==> config.mk <==
export PLATFORM = sky130hd
export DESIGN_NAME = tug_playfield
export DESIGN_NICKNAME = d
export VERILOG_FILES = /design/src/rtl/tug_playfield.sv
export SDC_FILE = /design/constraint.sdc
export NUM_CORES = 1
export LEC_CHECK = 0
export BUFFER_PORTS_ARGS = -buffer_cell sky130_fd_sc_hd__buf_2
export CORE_MARGIN = 4
export CORE_UTILIZATION = 40
export CTS_CLUSTER_SIZE = 16
export DETAILED_ROUTE_END_ITERATION = 10
export GPL_TIMING_DRIVEN = 0
export HOLD_SLACK_MARGIN = 0.06
export PLACE_DENSITY = 0.69
export SYNTH_ARGS = -nofsm -noshare
export SYNTH_HDL_FRONTEND = slang
export SYNTH_SLANG_ARGS = --single-unit
==> constraint.sdc <==
create_clock -name clk -period 4.1 [get_ports clk]
set_input_delay 0.41 -clock clk [delete_from_list [all_inputs] [get_ports clk]]
set_output_delay 0.41 -clock clk [all_outputs]
set_load 0.05 [all_outputs]
==> src/rtl/tug_playfield.sv <==
// ---------------------------------------------------------------------------
// tug_playfield
//   Upstream playfield stage of the tug-of-war game. Each raw player key is
//   synchronized (2 flops), optionally debounced, rising-edge detected and
//   registered into a single-cycle press pulse (L / R). Every accepted press
//   moves the one-hot lit position one step: L toward led[9], R toward
//   led[1]. A press taken while already on the end light wins. The stage
//   then freezes with all lights off and done high until reset.
//
//   Optional feature macro: PLAYFIELD_DEBOUNCE_EN
//     defined   -> each synchronized key passes through a stable-count
//                  filter of DEBOUNCE_CYCLES cycles before edge detection.
//     undefined -> the synchronized level feeds the edge detector directly.
//
// Parameters
//   START_POS        light index (1..9) loaded on reset
//   DEBOUNCE_CYCLES  stable-cycle count (1..255), debounce build only
//
// Ports
//   clk    in   system clock, all state on posedge
//   reset  in   asynchronous active-low reset
//   key_l  in   raw left key, active-high, asynchronous
//   key_r  in   raw right key, active-high, asynchronous
//   led    out  [9:1] one-hot position, all zero once done
//   L      out  registered single-cycle left-press pulse
//   R      out  registered single-cycle right-press pulse
//   done   out  high from the cycle after the winning press until reset;
//               this is the decoded FSM state (PLAY = 0, DONE = 1)
//
// Handshake: there is no back-pressure. L/R are one-cycle qualifiers that
// are valid in the same cycle as the led value they were taken against;
// downstream samples LED9 & L or LED1 & R in that cycle.
// ---------------------------------------------------------------------------
module tug_playfield #(
  parameter int START_POS       = 5,
  parameter int DEBOUNCE_CYCLES = 4
) (
  input  logic       clk,
  input  logic       reset,
  input  logic       key_l,
  input  logic       key_r,
  output logic [9:1] led,
  output logic       L,
  output logic       R,
  output logic       done
);

  typedef enum logic {
    S_PLAY = 1'b0,
    S_DONE = 1'b1
  } state_t;

  localparam logic [9:1] LED_RESET = 9'(1 << (START_POS - 1));

  // Elaboration-time guard on parameter ranges.
  if (START_POS < 1 || START_POS > 9) begin : g_bad_start_pos
    $error("tug_playfield: START_POS must be in 1..9");
  end
  if (DEBOUNCE_CYCLES < 1 || DEBOUNCE_CYCLES > 255) begin : g_bad_debounce
    $error("tug_playfield: DEBOUNCE_CYCLES must be in 1..255");
  end

  // Bit 1 = left key, bit 0 = right key throughout the input path.
  logic [1:0] r_sync1;
  logic [1:0] r_sync2;
  logic [1:0] r_prev;
  logic [1:0] w_level;
  logic [1:0] w_edge;
  state_t     r_state;

  always_ff @(posedge clk or negedge reset) begin
    if (!reset) begin
      r_sync1 <= 2'b00;
      r_sync2 <= 2'b00;
    end else begin
      r_sync1 <= {key_l, key_r};
      r_sync2 <= r_sync1;
    end
  end

`ifdef PLAYFIELD_DEBOUNCE_EN
  logic [7:0] r_db_cnt [2];
  logic [1:0] r_db_level;

  // The filtered level follows the synchronized level only after they have
  // disagreed for DEBOUNCE_CYCLES consecutive cycles; any agreeing cycle
  // restarts the count.
  always_ff @(posedge clk or negedge reset) begin
    if (!reset) begin
      r_db_level <= 2'b00;
      for (int k = 0; k < 2; k++) begin
        r_db_cnt[k] <= 8'd0;
      end
    end else begin
      for (int k = 0; k < 2; k++) begin
        if (r_sync2[k] != r_db_level[k]) begin
          if (r_db_cnt[k] == 8'(DEBOUNCE_CYCLES - 1)) begin
            r_db_level[k] <= r_sync2[k];
            r_db_cnt[k]   <= 8'd0;
          end else begin
            r_db_cnt[k] <= r_db_cnt[k] + 8'd1;
          end
        end else begin
          r_db_cnt[k] <= 8'd0;
        end
      end
    end
  end

  assign w_level = r_db_level;
`else
  assign w_level = r_sync2;
`endif

  always_ff @(posedge clk or negedge reset) begin
    if (!reset) begin
      r_prev <= 2'b00;
    end else begin
      r_prev <= w_level;
    end
  end

  assign w_edge = w_level & ~r_prev;

  // Movement acts on the pulse currently on L/R, so the winning pulse is
  // seen downstream while led still shows the end light.
  always_ff @(posedge clk or negedge reset) begin
    if (!reset) begin
      r_state <= S_PLAY;
      led     <= LED_RESET;
      L       <= 1'b0;
      R       <= 1'b0;
      done    <= 1'b0;
    end else begin
      case (r_state)
        S_PLAY: begin
          L <= w_edge[1];
          R <= w_edge[0];
          if (L && !R) begin
            if (led[9]) begin
              r_state <= S_DONE;
              led     <= 9'b0;
              done    <= 1'b1;
              L       <= 1'b0;
              R       <= 1'b0;
            end else begin
              led <= led << 1;
            end
          end else if (R && !L) begin
            if (led[1]) begin
              r_state <= S_DONE;
              led     <= 9'b0;
              done    <= 1'b1;
              L       <= 1'b0;
              R       <= 1'b0;
            end else begin
              led <= led >> 1;
            end
          end
        end
        S_DONE: begin
          led  <= 9'b0;
          L    <= 1'b0;
          R    <= 1'b0;
          done <= 1'b1;
        end
        default: begin
          r_state <= S_PLAY;
          led     <= LED_RESET;
          L       <= 1'b0;
          R       <= 1'b0;
          done    <= 1'b0;
        end
      endcase
    end
  end

endmodule

==> impl_results.md, run 1 <==
* DR iter-0 viols at 13
* Crit path arrival time at 1970 ps
* I/O Buffers at 15
* Die area at 3070 um^2
* Normalized max-slew margin at 0.665
* Worst hold-check path type: primary input to flop
* Max-cap violation count at 0
* Yosys top cell by area: dfrtp_1
* Vias in the first global route at 661
* Worst Setup End Kind: flop
* Design area at 1040 um^2
* Max Fclk at 563 MHz
* First drt pass iteration count at 4
* Fraction of layout cells with a size suffix above 1 at 0.277
* Initial antenna violation count at 0
* EDFF count, synth at 0
* Reg clk slew, reported paths at 110 ps
* Post-CTS setup buffer count at 0
* Sequential area share after synthesis at 0.531
* ANT cells at 0
* Synthesized flop and latch total at 19
* Period utilization at 0.434
* Placed Area at 1010 um^2
* CP max FO at 10
* CP max stage cell: dfrtp_1
* Nets at 102
* Fin. Hold Viols at 0
* Most frequent cells after synthesis: dfrtp_1, nand3b_1, nor2b_1
* Syn nets at 81
* Routed vias at 685
* CTS Buf Count at 3
* CTS tree: done
* Chip height at 55.4 um
* Die W at 55.4 um
* Status: completed
* Slew Viols, Final at 0
* Area of the mapped netlist at 898 um^2
* Critical Path, Cell by Cell: inv_1 > ha_1 > clkbuf_1 > inv_1 > a311o_1
* Total global routing overflow at 0
* Largest net degree at the start of global routing at 20
* Initial core utilization at 0.440
* Area grow syn2layout at 16.3%
* Top cell type's share of synthesized area at 0.501
* Pwr/cell area at 625 nW/um^2
* Crit path buf inv count at 3
* Met1 Use GR at 0.180
* GRT Total Usage at 0.136
* Data required time at the worst endpoint at 4290 ps
* Mapped Cells at 74
* Post-Synthesis Mean Instance Area at 12.1 um^2
* I/O pin cnt at 16
* Slew of the pin with the lowest slew margin at 503 ps
* Grt met2 use at 0.201
* Placer congestion estimate at 0.765
* H-tree levels at 1
* Vias/cell at 5.66
* Crit path max-delay family: buffers and inverters
* CTS sink cnt at 19
* Minimum clock period at 1780 ps
* Final ANT Viol Nets at 0
* Final setup fails at 0
* Crit-path most repeated cell: inv_1
* Total power at 653 uW
* CTS max path bufs at 2
* Critical path class: flop to flop
* Final hold slack at 211 ps
* Synth cell types at 26
* CP startpoint kind: flop
* First-pass GRT wire length at 3280 um
* Synth area leaders: dfrtp_1, nand3b_1, a311oi_1
* Residual DRC count at 0
* Post-DP HPWL at 1290 um
* Resized cells post-CTS at 0
* Clock latency on the worst-skew pair at 300 ps
* DRT Wirelength at 1890 um
* Lkg Pwr at 0.000470 uW
* GR Util met3 at 0.0373
* Rows at 16
* Worst VDD drop at 0.307 mV
* Post-Place Worst Slack at 2340 ps
* Root buf cell: clkbuf_4
* Fill cell count at 216
* RSZ-0062 raised after global routing: false
* TNS Setup at 0 ps
* GRT busiest layer: met2
* Final worst slack at 2320 ps
* Synth Warn # at 0
* CORE AREA at 2040 um^2
* CP max stage delay at 410 ps
* Count leader, synth: dfrtp_1
* Clk_skew at 7.14 ps
* CTS Hold Bufs at 1
* DR WL/cell at 15.6 um
* Commonest register cell after synthesis: dfrtp_1
* Async SR Flop Fraction at 1.00
-- final timing paths --
check | cells past startpoint | start | endpoint | slack (ps)
worst min register to register | 0 | r_sync1[1]$_DFF_PN0_ | r_sync2[1]$_DFF_PN0_ | 360
worst max-delay path | 5 | L$_DFF_PN0_ | done$_DFFE_PN0P_ | 2320
worst min-delay path | 1 | key_l | r_sync1[1]$_DFF_PN0_ | 210
max in group asynchronous | 2 | reset | led[5]$_DFFE_PN1P_ | 3220
min in group asynchronous | 2 | reset | led[6]$_DFFE_PN0P_ | 560
worst max register to register | 5 | L$_DFF_PN0_ | done$_DFFE_PN0P_ | 2320
-- per-layer routing --
layer | part of all wire | vias up | routed length, um
li1 | - | 312 | -
met3 | 0.069 | 6 | 131
met1 | 0.43 | 341 | 810
met5 | 0 | - | 0
met2 | 0.47 | 26 | 891
met4 | 0.028 | 0 | 53
-- registers in the layout (all words and copies together) (netlist names) --
signal and count:
r_state 1, r_sync2 2, r_sync1 2, led 9, r_prev 2, L 1
R 1, done 1
-- where the power goes --
part	internal, uW	switching [uW]
Clock	36.4	60.1
Sequential	226	35.2
Combinational	94.0	201
-- cell families after synthesis --
kind of cell,Yosys count,synth area share
fa+ha+maj,3,0.0418
simple gates,28,0.233
buf+inv,10,0.0515
flops,19,0.531
compound gates,14,0.143
-- final cells by class --
type	count	area (um^2)	share of cell area
Buffer	5	27.5	0.0263
Clock buffer	3	22.5	0.0216
Clock inverter	1	5.00	0.00479
Inverter	5	18.8	0.0180
Multi-Input combinational cell	45	375	0.359
Sequential cell	19	477	0.456
Tap cell	27	33.8	0.0323
Timing Repair Buffer	16	85.1	0.0814
-- stage by stage --
| step | util | cells |
|---|---|---|
| global placement | 0.493 | 116 |
| CTS | 0.512 | 121 |
| detailed placement | 0.493 | 116 |
| global route | 0.512 | 121 |
| finish | 0.512 | 121 |
| floorplan | - | 74 |
-- cell usage in the layout (no fill, tap or decap), drive strengths merged, types with 2 or more instances in the layout --
cell      n
a2111oi   2
inv       5
a311oi    7
buf      18
dfrtp    18
nor2b     7
ha        3
a21oi     2
nand2     2
nand3b    7
or3b      7
clkbuf    5
-- worst register-to-register path, delay by kind of cell, from the launching register on --
family | cells | cell delay (ps)
fa+ha+maj | 1 | 310
compound gates | 1 | 320
buf+inv | 3 | 640
flops | 1 | 410
No activity file was read; power rests on OpenSTA's default activity.
==> run 2, diff against run 1 <==
--- a/config.mk
+++ b/config.mk
@@ -5,6 +5,7 @@
 export SDC_FILE = /design/constraint.sdc
 export NUM_CORES = 1
 export LEC_CHECK = 0
+export ABC_AREA = 1
 export BUFFER_PORTS_ARGS = -buffer_cell sky130_fd_sc_hd__buf_2
 export CORE_MARGIN = 4
 export CORE_UTILIZATION = 40
@@ -12,7 +13,7 @@
 export DETAILED_ROUTE_END_ITERATION = 10
 export GPL_TIMING_DRIVEN = 0
 export HOLD_SLACK_MARGIN = 0.06
-export PLACE_DENSITY = 0.69
+export PLACE_DENSITY = 0.7
 export SYNTH_ARGS = -nofsm -noshare
 export SYNTH_HDL_FRONTEND = slang
 export SYNTH_SLANG_ARGS = --single-unit
==> constraint.sdc (replaced) <==
create_clock -name clk -period 1.85 [get_ports clk]
set_input_delay 0.185 -clock clk [delete_from_list [all_inputs] [get_ports clk]]
set_output_delay 0.185 -clock clk [all_outputs]
set_load 0.05 [all_outputs]
==> run 2 against run 1 <==
Effect of this change: critical path type unchanged; largest cell class unchanged; utilization is 0.22 points higher; combinational power is 2% higher; first-iteration DRC count is 31% lower; critical endpoint is now led[9]$_DFFE_PN0P_; sequential share of layout area is 1.2 points higher; highest routed layer unchanged.
==> impl_results.md, run 2 <==
* Async SR Flop Fraction at 1.00 (unchanged)
* Area occupied by multi-input gates at 335 um^2 (-11%)
* Final ANT Viol Nets at 0 (unchanged)
* Top cell type's share of synthesized area at 0.530 (+0.0288)
* Routed vias at 669 (-2.3%)
* Pwr/cell area at 988 nW/um^2 (+58%)
* Period utilization at 0.711 (+0.278)
* Synth area leaders: dfrtp_1, nand2_1, nand3_1
* Critical Path, Cell by Cell: inv_1 > ha_1 > inv_2 > nor2_4 > inv_2 > o21ai_2
* Synthesized flop and latch total at 19 (unchanged)
* Count leader, synth: nand2_1
* Reg clk slew, reported paths at 110 ps (about the same)
* ANT cells at 0 (unchanged)
* DRT Wirelength at 1490 um (-21%)
* Yosys top cell by area: dfrtp_1
* Worst Setup End Kind: flop
* DR iter-0 viols at 9 (-4)
* CP startpoint kind: flop
* Initial core utilization at 0.429 (-0.0113)
* Area grow syn2layout at 19.9%
* DR WL/cell at 10.3 um (-34%)
* Area of the mapped netlist at 850 um^2 (-5.4%)
* Commonest register cell after synthesis: dfrtp_1
* Most frequent cells in the layout: nand2_1, dfrtp_1, buf_2
* Final setup fails at 0 (unchanged)
* Max Fclk at 760 MHz (+35%)
* GRT Total Usage at 0.125 (-0.0110)
* Largest net degree at the start of global routing at 20 (unchanged)
* Post-DP HPWL at 1080 um (-16%)
* Slew Viols, Final at 0 (unchanged)
* Critical path class: flop to flop
* TNS Setup at 0 ps (unchanged)
* First-pass GRT wire length at 2590 um (-21%)
* CP max stage cell: dfrtp_1
* Reg area at 477 um^2 (unchanged)
* First drt pass iteration count at 4 (unchanged)
* Vias/cell at 4.65 (-18%)
* Vias in the first global route at 585 (-11%)
* CTS sink cnt at 19 (unchanged)
* Status: completed
* Placer congestion estimate at 0.784 (+2.4%)
* Crit-path most repeated cell: inv_2
* I/O Buffers at 15 (unchanged)
* CTS max path bufs at 2 (unchanged)
* Mapped Cells at 95 (+28%)
* Synth Warn # at 0 (unchanged)
* Max reg flops at 9 (unchanged)
* Sequential area share after synthesis at 0.561 (+0.0305)
* CP max FO at 8 (-2)
* Rows at 16 (unchanged)
* Lkg Pwr at 0.000552 uW (+17%)
* Nets at 125 (+23%)
* Post-Synthesis Mean Instance Area at 8.94 um^2 (-26%)
* Die W at 54.1 um (-2.4%)
* Chip height at 54.1 um (-2.4%)
* I/O pin cnt at 16 (unchanged)
* Data required time at the worst endpoint at 2080 ps (-2210 ps)
* Root buf cell: clkbuf_4
* CP max stage delay at 420 ps (about the same)
* Most frequent cells after synthesis: nand2_1, dfrtp_1, nand3_1
* Most flops, register: led
* Post-Place Worst Slack at 548 ps (-1800 ps)
* EDFF count, synth at 0 (unchanged)
* Total global routing overflow at 0 (unchanged)
* Syn nets at 102 (+26%)
* Final worst slack at 534 ps (-1790 ps)
* Commonest non-fill, non-tap cell in the layout: nand2_1
* Fin. Hold Viols at 0 (unchanged)
* Slew of the pin with the lowest slew margin at 412 ps (-90.4 ps)
* CTS tree: done
* Max-cap violation count at 0 (unchanged)
* Synth cell types at 13 (-50%)
* Minimum clock period at 1320 ps (-461 ps)
* H-tree levels at 1 (unchanged)
* Worst hold-check path type: primary input to asynchronous set/reset pin
* Clock latency on the worst-skew pair at 290 ps (about the same)
* RSZ-0062 raised after global routing: false
* Fraction of layout cells with a size suffix above 1 at 0.256 (-0.0202)
* CORE AREA at 1980 um^2 (-2.9%)
* Fill cell count at 182 (-16%)
* Die area at 2930 um^2 (-4.7%)
* Clk_skew at 6.08 ps (-1.06 ps)
* Residual DRC count at 0 (unchanged)
* Worst VDD drop at 0.544 mV (+77%)
* Normalized max-slew margin at 0.725 (+0.0603)
* Crit path arrival time at 1540 ps (-430 ps)
* Initial antenna violation count at 0 (unchanged)
* CTS Buf Count at 3 (unchanged)
[run 2: cell families after synthesis]
group | count (synthesis) | synth area share
and+or+nand+nor | 58 | 0.296
DFF | 19 | 0.561
buffers and inverters | 8 | 0.0442
AOI/OAI and AO/OA | 7 | 0.0545
adders and majority gates | 3 | 0.0442
[run 2: final timing paths]
path,start,cells after the start,endpoint,slack [ps]
worst min-delay path,reset,2,done$_DFFE_PN0P_,340
min in group clk,r_sync1[1]$_DFF_PN0_,0,r_sync2[1]$_DFF_PN0_,360
worst max-delay path,L$_DFF_PN0_,6,led[9]$_DFFE_PN0P_,530
worst max register to register,L$_DFF_PN0_,6,led[9]$_DFFE_PN0P_,530
max in group asynchronous,reset,2,led[5]$_DFFE_PN1P_,1180
worst min register to register,r_sync1[1]$_DFF_PN0_,0,r_sync2[1]$_DFF_PN0_,360
[run 2: final cells by class]
cell class,instances,area share
Buffer,1,0.0111
Tap cell,27,0.0332
Clock inverter,1,0.00737
Timing Repair Buffer,18,0.103
Inverter,7,0.0258
Clock buffer,3,0.0221
Multi-Input combinational cell,68,0.329
Sequential cell,19,0.468
[run 2: per-layer routing]
metal	wire (um)	global-route usage	share of wire	vias up
met5	0	0	0	-
met4	7	0.0498	0.0047	0
met3	80	0.0332	0.054	2
met2	672	0.173	0.45	12
met1	726	0.184	0.49	317
li1	-	-	-	338
[run 2: worst max-delay path: cells and delay by family (launching register included)]
| kind | cells | cell delay, ps |
|---|---|---|
| simple gates | 1 | 190 |
| buf+inv | 3 | 200 |
| flops | 1 | 420 |
| fa+ha+maj | 1 | 340 |
| compound gates | 1 | 100 |
[run 2: repair_timing]
action | CTS | global route
hold buffers | 3 | 0
setup buffers | 0 | 0
gates resized for setup | 0 | 0
endpoints found under the hold margin | 20 | 0
[run 2: power by group]
part           switching [uW]  internal (uW)  leakage (uW)
Combinational             216           85.6      0.000299
Sequential               48.3            448      0.000240
Clock                     126           82.1     0.0000139
[run 2: stage by stage]
stage	hold WS (ps)	cells	area, um^2	power [uW]	utilization
after floorplan	-111	95	850	729	-
final	338	144	1020	1010	0.514
after detailed placement	147	137	958	806	0.484
after global placement	140	137	958	801	0.484
after global routing	351	144	1020	1080	0.514
after CTS	352	144	1020	1020	0.514
